`src/rtl/ama_riscv_branch_resolve_pkg.sv`:
```
// Shared definitions for the branch resolve unit: funct3 branch encodings,
// FSM state enumeration and a small address helper.
package ama_riscv_branch_resolve_pkg;

    localparam logic [2:0] F3_BEQ  = 3'b000;
    localparam logic [2:0] F3_BNE  = 3'b001;
    localparam logic [2:0] F3_BLT  = 3'b100;
    localparam logic [2:0] F3_BGE  = 3'b101;
    localparam logic [2:0] F3_BLTU = 3'b110;
    localparam logic [2:0] F3_BGEU = 3'b111;

    typedef enum logic [1:0] {
        ST_IDLE    = 2'b00,
        ST_RESOLVE = 2'b01,
        ST_FLUSH   = 2'b10
    } br_state_e;

    // Address arithmetic wraps modulo 2^32 by construction.
    function automatic logic [31:0] addr_add(input logic [31:0] a, input logic [31:0] b);
        return a + b;
    endfunction

endpackage

```
`src/rtl/ama_riscv_branch_compare.sv`:
```
// Operand comparator for branch resolution: equality and signed/unsigned less-than.
module ama_riscv_branch_compare (
    input  logic [31:0] op_a,
    input  logic [31:0] op_b,
    input  logic        is_unsigned,
    output logic        eq,
    output logic        lt
);

    // Pure combinational compare; signedness chosen by funct3[1].
    always_comb begin
        eq = (op_a == op_b);
        if (is_unsigned) begin
            lt = (op_a < op_b);
        end else begin
            lt = ($signed(op_a) < $signed(op_b));
        end
    end

endmodule

```
`src/rtl/ama_riscv_branch_resolve.sv`:
```
// Branch resolve unit: captures a decoded branch, resolves it one cycle later and
// requests a FLUSH_CYCLES-long flush on mispredict. Optional counters: BR_STATS_EN.
module ama_riscv_branch_resolve
    import ama_riscv_branch_resolve_pkg::*;
#(
    parameter int FLUSH_CYCLES = 2
) (
    input  logic        clk,
    input  logic        rst,
    input  logic        br_valid,
    output logic        br_ready,
    input  logic [2:0]  br_funct3,
    input  logic [31:0] br_pc,
    input  logic [31:0] br_imm,
    input  logic [31:0] rs1_data,
    input  logic [31:0] rs2_data,
    input  logic        pred_taken,
    input  logic        stall_in,
    output logic        res_valid,
    output logic        res_taken,
    output logic        res_illegal,
    output logic [31:0] res_target,
    output logic        flush,
    output logic [31:0] redirect_pc
`ifdef BR_STATS_EN
    ,
    output logic [31:0] cnt_branches,
    output logic [31:0] cnt_mispred
`endif
);

    br_state_e   state_q, state_d;
    logic [2:0]  flush_cnt_q, flush_cnt_d;
    logic [2:0]  funct3_q, funct3_d;
    logic [31:0] pc_q, pc_d, imm_q, imm_d, rs1_q, rs1_d, rs2_q, rs2_d;
    logic        pred_q, pred_d;
    logic        res_taken_q, res_taken_d, res_illegal_q, res_illegal_d;
    logic [31:0] redirect_q, redirect_d;

    logic        eq_s, lt_s, taken_s, illegal_s, mispredict_s;
    logic        br_ready_s, accept_s, resolve_fire_s;
    logic [31:0] target_s, pc_plus4_s;

    ama_riscv_branch_compare u_compare (
        .op_a        (rs1_q),
        .op_b        (rs2_q),
        .is_unsigned (funct3_q[1]),
        .eq          (eq_s),
        .lt          (lt_s)
    );

    // Branch condition decode from the registered funct3.
    always_comb begin
        taken_s   = 1'b0;
        illegal_s = 1'b0;
        case (funct3_q)
            F3_BEQ:           taken_s = eq_s;
            F3_BNE:           taken_s = !eq_s;
            F3_BLT, F3_BLTU:  taken_s = lt_s;
            F3_BGE, F3_BGEU:  taken_s = !lt_s;
            default:          illegal_s = 1'b1;
        endcase
        mispredict_s   = !illegal_s && (taken_s != pred_q);
        target_s       = addr_add(pc_q, imm_q);
        pc_plus4_s     = addr_add(pc_q, 32'd4);
        br_ready_s     = (state_q == ST_IDLE) && !stall_in;
        accept_s       = br_valid && br_ready_s;
        resolve_fire_s = (state_q == ST_RESOLVE) && !stall_in;
    end

    // FSM state and flush counter register.
    always_ff @(posedge clk) begin
        if (rst) begin
            state_q     <= ST_IDLE;
            flush_cnt_q <= 3'd0;
        end else begin
            state_q     <= state_d;
            flush_cnt_q <= flush_cnt_d;
        end
    end

    // FSM next-state logic; a stall freezes state and counter.
    always_comb begin
        state_d     = state_q;
        flush_cnt_d = flush_cnt_q;
        if (stall_in) begin
            state_d = state_q;
        end else begin
            case (state_q)
                ST_IDLE: begin
                    if (br_valid) begin
                        state_d = ST_RESOLVE;
                    end else begin
                        state_d = ST_IDLE;
                    end
                end
                ST_RESOLVE: begin
                    if (mispredict_s) begin
                        state_d     = ST_FLUSH;
                        flush_cnt_d = 3'(FLUSH_CYCLES - 1);
                    end else begin
                        state_d = ST_IDLE;
                    end
                end
                ST_FLUSH: begin
                    if (flush_cnt_q == 3'd0) begin
                        state_d = ST_IDLE;
                    end else begin
                        flush_cnt_d = flush_cnt_q - 3'd1;
                    end
                end
                default: begin
                    state_d     = ST_IDLE;
                    flush_cnt_d = 3'd0;
                end
            endcase
        end
    end

    // Branch capture on acceptance; result and redirect latched as RESOLVE retires.
    always_comb begin
        funct3_d      = funct3_q;
        pc_d          = pc_q;
        imm_d         = imm_q;
        rs1_d         = rs1_q;
        rs2_d         = rs2_q;
        pred_d        = pred_q;
        res_taken_d   = res_taken_q;
        res_illegal_d = res_illegal_q;
        redirect_d    = redirect_q;
        if (accept_s) begin
            funct3_d = br_funct3;
            pc_d     = br_pc;
            imm_d    = br_imm;
            rs1_d    = rs1_data;
            rs2_d    = rs2_data;
            pred_d   = pred_taken;
        end else if (resolve_fire_s) begin
            res_taken_d   = taken_s;
            res_illegal_d = illegal_s;
            redirect_d    = taken_s ? target_s : pc_plus4_s;
        end else begin
            redirect_d = redirect_q;
        end
    end

    // Datapath registers.
    always_ff @(posedge clk) begin
        if (rst) begin
            funct3_q      <= 3'd0;
            pc_q          <= 32'h0;
            imm_q         <= 32'h0;
            rs1_q         <= 32'h0;
            rs2_q         <= 32'h0;
            pred_q        <= 1'b0;
            res_taken_q   <= 1'b0;
            res_illegal_q <= 1'b0;
            redirect_q    <= 32'h0;
        end else begin
            funct3_q      <= funct3_d;
            pc_q          <= pc_d;
            imm_q         <= imm_d;
            rs1_q         <= rs1_d;
            rs2_q         <= rs2_d;
            pred_q        <= pred_d;
            res_taken_q   <= res_taken_d;
            res_illegal_q <= res_illegal_d;
            redirect_q    <= redirect_d;
        end
    end

    // FSM outputs; during RESOLVE the live result is shown, afterwards the latched one.
    always_comb begin
        br_ready    = br_ready_s;
        res_valid   = (state_q == ST_RESOLVE);
        flush       = (state_q == ST_FLUSH);
        res_target  = target_s;
        redirect_pc = redirect_q;
        if (state_q == ST_RESOLVE) begin
            res_taken   = taken_s;
            res_illegal = illegal_s;
        end else begin
            res_taken   = res_taken_q;
            res_illegal = res_illegal_q;
        end
    end

`ifdef BR_STATS_EN
    logic [31:0] cnt_branches_q, cnt_branches_d, cnt_mispred_q, cnt_mispred_d;

    // Counters advance once per retired resolution, so a stalled pulse counts once.
    always_comb begin
        cnt_branches_d = cnt_branches_q;
        cnt_mispred_d  = cnt_mispred_q;
        if (resolve_fire_s) begin
            cnt_branches_d = cnt_branches_q + 32'd1;
            if (mispredict_s) begin
                cnt_mispred_d = cnt_mispred_q + 32'd1;
            end else begin
                cnt_mispred_d = cnt_mispred_q;
            end
        end else begin
            cnt_branches_d = cnt_branches_q;
        end
    end

    // Statistics registers.
    always_ff @(posedge clk) begin
        if (rst) begin
            cnt_branches_q <= 32'h0;
            cnt_mispred_q  <= 32'h0;
        end else begin
            cnt_branches_q <= cnt_branches_d;
            cnt_mispred_q  <= cnt_mispred_d;
        end
    end

    assign cnt_branches = cnt_branches_q;
    assign cnt_mispred  = cnt_mispred_q;
`endif

endmodule

```
`config.mk`:
```
export PLATFORM = sky130hd
export DESIGN_NAME = ama_riscv_branch_resolve
export DESIGN_NICKNAME = d
export VERILOG_FILES = /design/src/rtl/ama_riscv_branch_resolve_pkg.sv /design/src/rtl/ama_riscv_branch_compare.sv /design/src/rtl/ama_riscv_branch_resolve.sv
export SDC_FILE = /design/constraint.sdc
export NUM_CORES = 1
export LEC_CHECK = 0
export ABC_AREA = 0
export CAP_MARGIN = 0
export CORE_MARGIN = 1.5
export CORE_UTILIZATION = 35
export CTS_CLUSTER_SIZE = 28
export DETAILED_ROUTE_END_ITERATION = 7
export HOLD_SLACK_MARGIN = 0.03
export PLACE_DENSITY = 0.63
export SLEW_MARGIN = 20
export SYNTH_ARGS = -nofsm -noshare
export SYNTH_HDL_FRONTEND = slang
export SYNTH_SLANG_ARGS = --single-unit
```
`constraint.sdc`:
```
create_clock -name clk -period 6.95 [get_ports clk]
set_input_delay 1.7375 -clock clk [delete_from_list [all_inputs] [get_ports clk]]
set_output_delay 1.7375 -clock clk [all_outputs]
set_load 0.1 [all_outputs]
```
Word-level counts from Yosys, hierarchy flattened. Cells that the tools add are included.

Flip-flop bits (word level): 171. Bits in latches: 0. Memory bits (writable): 0. ROM bits: 0. Input bits: 136. Output and inout port bits: 69. Logic and storage cells: 60. Memories: 0.

$add $sub $neg: 3. Multipliers: 0. Divide/modulo/power cells: 0. Order comparisons: 2. Eq/ne operators: 12. Shift operators: 0. Mux-type cells: 13. Bitwise gates (word level): 3. Reductions and logical operators: 16.

Operator list (count): $lt A32 B32 Y1 (2); $add A32 B3 Y32 const B (1); $add A32 B32 Y32 (1); $eq A32 B32 Y1 (1); $mux W32 (1); $eq A3 B3 Y1 const B (4); $pmux W3 S3 (1); $logic_not A3 Y1 (2); $mux W3 (2); $pmux W2 S3 (1); $reduce_or A6 Y1 (1); $mux W1 (5); $logic_and A1 B1 Y1 (4); $mux W2 (2); $ne A2 B1 Y1 const B (2); $pmux W1 S4 (1); $reduce_and A2 Y1 (2); $reduce_and A4 Y1 (1); $reduce_or A2 Y1 (2); $eq A3 B1 Y1 const B (1); $logic_not A1 Y1 (3); $not A1 Y1 (3); $sub A3 B1 Y3 const B (1); $eq A2 B1 Y1 const B (1); other kinds (4) (4).

Depth between registers and ports, before layout.
Depth after elaboration: 8. Depth in mapped cells: 12. Depth with buffers taken out: 12.

By module. Synthesis repeated with hierarchy kept, for this count alone.

Cells, all modules: 1246. Area total of the unflattened synthesis: 9397.8 µm².

Modules (own cells, without submodules): ama_riscv_branch_resolve (instances 1, cells an instance 1134, area each 8583.2 µm², sequential area each 3423.3 µm²); ama_riscv_branch_compare (instances 1, cells an instance 112, area each 814.5 µm², sequential area each 0.0 µm²).

Least setup slack after synthesis. OpenSTA, ideal clock, no wires.

Path kind: register to output. From: reg pc_q[14]. To: out res_target[31]. Data arrival time: 3.779 ns. Required time: 5.213 ns. Setup slack: 1.433 ns. Cell stages (with the launch flop): 11. Path buffers: 1. Cells stage by stage: dfxtp_1 > ha_1 > buf_6 > a21oi_2 > o21ai_1 > a2111oi_1 > nor3_1 > o41a_1 > a211oi_2 > a21oi_1 > xnor2_1.

Word-level cells in the longest chain between the ends: 1.

Ends and longest elaborated chain: from (decl) (line ama_riscv_branch_resolve.sv:35) `logic [31:0] pc_q, pc_d, imm_q, imm_d, rs1_q, rs1_d, rs2_q, rs2_d;`; from (signal assigned) (line ama_riscv_branch_resolve.sv:161) `pc_q <= pc_d;`; $add A32 B32 Y32 (line ama_riscv_branch_resolve_pkg.sv:20) `return a + b;`; to (decl) (line ama_riscv_branch_resolve.sv:22) `output logic [31:0] res_target,`.

Every way passes these cells.

Final worst setup path.
From: reg pc_q[0]. To: out res_target[26].

The elaborated chain is that of the path after synthesis.

==> impl_metrics.ini <==
[synthesis]
synth_top_area_share_pct = 36.4
synth-adder-area-share_pct = 9.39
synth.cell_area_sq_mm = 0.00941
synth_top_family_by_area = simple AND/OR/NAND/NOR gates
post_synth_num_cell_types = 65
synthTopCellsByCount = 328 x nand2_1, 200 x a21oi_1, 171 x dfxtp_1, 69 x ha_1, 63 x inv_1
synth_enable_flop_cells = 0
synth_ff_type = dfxtp_1
avgSynthCellArea_sq_um = 7.51
synth_xor_xnor_area_share_pct = 4.65
synth_largest_area_cell = dfxtp_1
synthSimpleGateAreaFrac_pct = 22.4
ys_warn_count = 0
netlist_instances = 1253
synth-compound-area-share_pct = 20.9
synthArstFlopShare_pct = 0
synth_most_common_cell = nand2_1
syn_nets = 1459
yosysSeqAreaShare_pct = 36.4
synth.area.top_cells = dfxtp_1 36%, nand2_1 13%, a21oi_1 11%
synth-seq-cells = 171
synthMuxAreaShare_pct = 1.02

[timing]
fin_crit_ps = 6100
tightest_slew_ps = 1080
slew_viol_final = 0
rsz0062_at_grt = no
fmax_mhz = 164
slew_headroom_pct = 27.6
finalCritPeriodShare_pct = 87.8
tns_ps = 0
fin_skew_ps = 21.3
timing_hold_violations_final = 0
setup-violations-final = 0
fin_ws_ps = 848

[clocking]
ctsHoldBuffers = 0
clk_pin_slew_ps = 60
clockBufferDepth = 2
cts_sinks = 171
cts_buffers = 17
cts_root_buffer = clkbuf_16
post-cts-setup-buffer-count = 0
cts_tree = done
htree_levels = 4
clock_latency_ps = 440
ctsResizeCount = 0

[placed_design]
dp_hpwl_mm = 20.3
gp_congestion = 0.853
io_buffers = 204
preCtsSetupSlack_ps = 1340

[power]
max-vdd-ir-drop_mv = 0.144
swShare_pct = 32.9
report.power.total_mw = 2.65
p_per_area_mw_per_mm2 = 216
p_switching_uw = 870
power_frac_comb_pct = 23.0
power.internal_mw = 1.78
p_leak_nw = 4.65
p_seq_share_pct = 39.7
clock_power_share_pct = 37.3

[die]
die_x_um = 167
rows = 59
core_sq_mm = 0.0262
dieArea_sq_mm = 0.0279
die_h_um = 167
ios = 205
start_util_pct = 35.9

[grt]
grt_pass1_vias = 8800
grt_max_degree = 84
overflow = 0
grt_pass1_wl_mm = 45.8
grt.total_usage_pct = 20.7
antenna_found_initial = 1

[run]
cap_viol_max_count = 0

[critical_path]
critPathRequiredTime_ps = 5210
critical_path_class = register to primary output
cp.arrival_ps = 4360
crit_path_start_kind = register
crit_path_max_fanout = 3
crit_path_end_kind = primary output

[routing]
vias = 9161
detail_route.wl_per_cell_um = 16.3
ant_nets = 0
drcViolationCount = 0
drt-pass1-iter-count = 5
drt_wl_total_mm = 28.8
via_per_inst = 5.18
drt_iter0_drc = 675

[layout]
areaGrowthSynthToFinish_pct = 30.5
final_core_util_pct = 46.9
drive_above_1_share_pct = 4.26
layout.nets = 1626
fill_cells = 2600

[hold_path]
hp-class = register to register

[status]
status = finished, final reports clean
[registers in the layout, indices dropped and copies added (netlist names)]
register / flops
rs2_q: 32
redirect_pc: 32
imm_q: 32
funct3_q: 3
state_q: 2
pc_q: 32
res_taken_q: 1
flush_cnt_q: 3
pred_q: 1
res_illegal_q: 1
rs1_q: 32
[power groups by stage]
stage | logic (mW) | clock network [mW] | registers [mW]
2_1_floorplan | 0.394 | 0 | 1.08
3_3_place_gp | 0.607 | 0 | 1.07
3_5_place_dp | 0.608 | 0 | 1.07
4_1_cts | 0.612 | 1.01 | 1.05
5_1_grt | 0.655 | 1.06 | 1.06
6_report | 0.609 | 0.988 | 1.05
[worst max-delay path, stage by stage, from the launching register on]
cell	delay [ps]
dfxtp_1	350
ha_1	210
inv_1	70
fa_1	400
nand2b_1	200
a211oi_1	380
o31ai_1	210
a211o_1	330
and2_1	190
o21bai_1	180
xor2_1	230
clkdlybuf4s50_1	1170
[final timing paths]
kind	startpoint	endpoint	slack, ps	cells after the start
worst min register to register	redirect_pc[6]	redirect_pc[6]	450	2
worst min-delay path	redirect_pc[6]	redirect_pc[6]	450	2
worst max register to register	rs2_q[31]	redirect_pc[16]	2810	11
worst max-delay path	pc_q[0]	res_target[26]	850	11
[cell type report]
type / count / area, sq um / share of cell area, %
clock inverters: 13 / 155 / 1.26
repair buffers: 212 / 2090 / 17.1
multi-input cells: 955 / 5510 / 44.8
diodes: 1 / 2.50 / 0.0204
flip-flops and latches: 171 / 3420 / 27.9
clock buffers: 19 / 443 / 3.61
well taps: 335 / 419 / 3.41
inverters: 63 / 236 / 1.93
[layer usage]
layer | vias up | GRT usage [%] | wire, um
met5 | - | 0 | 0
met3 | 27 | 3.87 | 1440
li1 | 4634 | - | -
met2 | 243 | 33.8 | 13200
met4 | 0 | 6.13 | 464
met1 | 4257 | 27.7 | 13600
[kinds of logic (layout without fill, tap and decap cells)]
| family | after synthesis | in the layout |
|---|---|---|
| buffers and inverters | 127 | 307 |
| other | 0 | 1 |
| AOI/OAI and AO/OA | 334 | 334 |
| and+or+nand+nor | 492 | 492 |
| DFF | 171 | 171 |
| adders and majority gates | 70 | 70 |
| xor gates and xnor gates | 50 | 50 |
| muxes | 9 | 9 |
[cells in the final DEF, fill, tap and decap left out, types with 10 or more instances in the layout]
cell type and n:
nand4_1 17, clkdlybuf4s50_1 201, o21ai_0 30, nand3b_1 11, nor2_1 45, buf_4 11, nand3_1 41, clkbuf_16 17
o211ai_1 20, xor2_1 19, dfxtp_1 171, o21ai_1 10, nand2_1 327, a21oi_1 200, inv_1 63, ha_1 69
xnor2_1 31, a21o_1 14
[metrics by stage]
stage / hold slack, ps / cells / area [sq um]
finish: 454 / 1769 / 12300
global route: 476 / 1769 / 12300
CTS: 456 / 1768 / 12300
detailed placement: 447 / 1736 / 11700
global placement: 442 / 1736 / 11700
floorplan: 434 / 1253 / 9410
(Power assumes the default switching activity.)
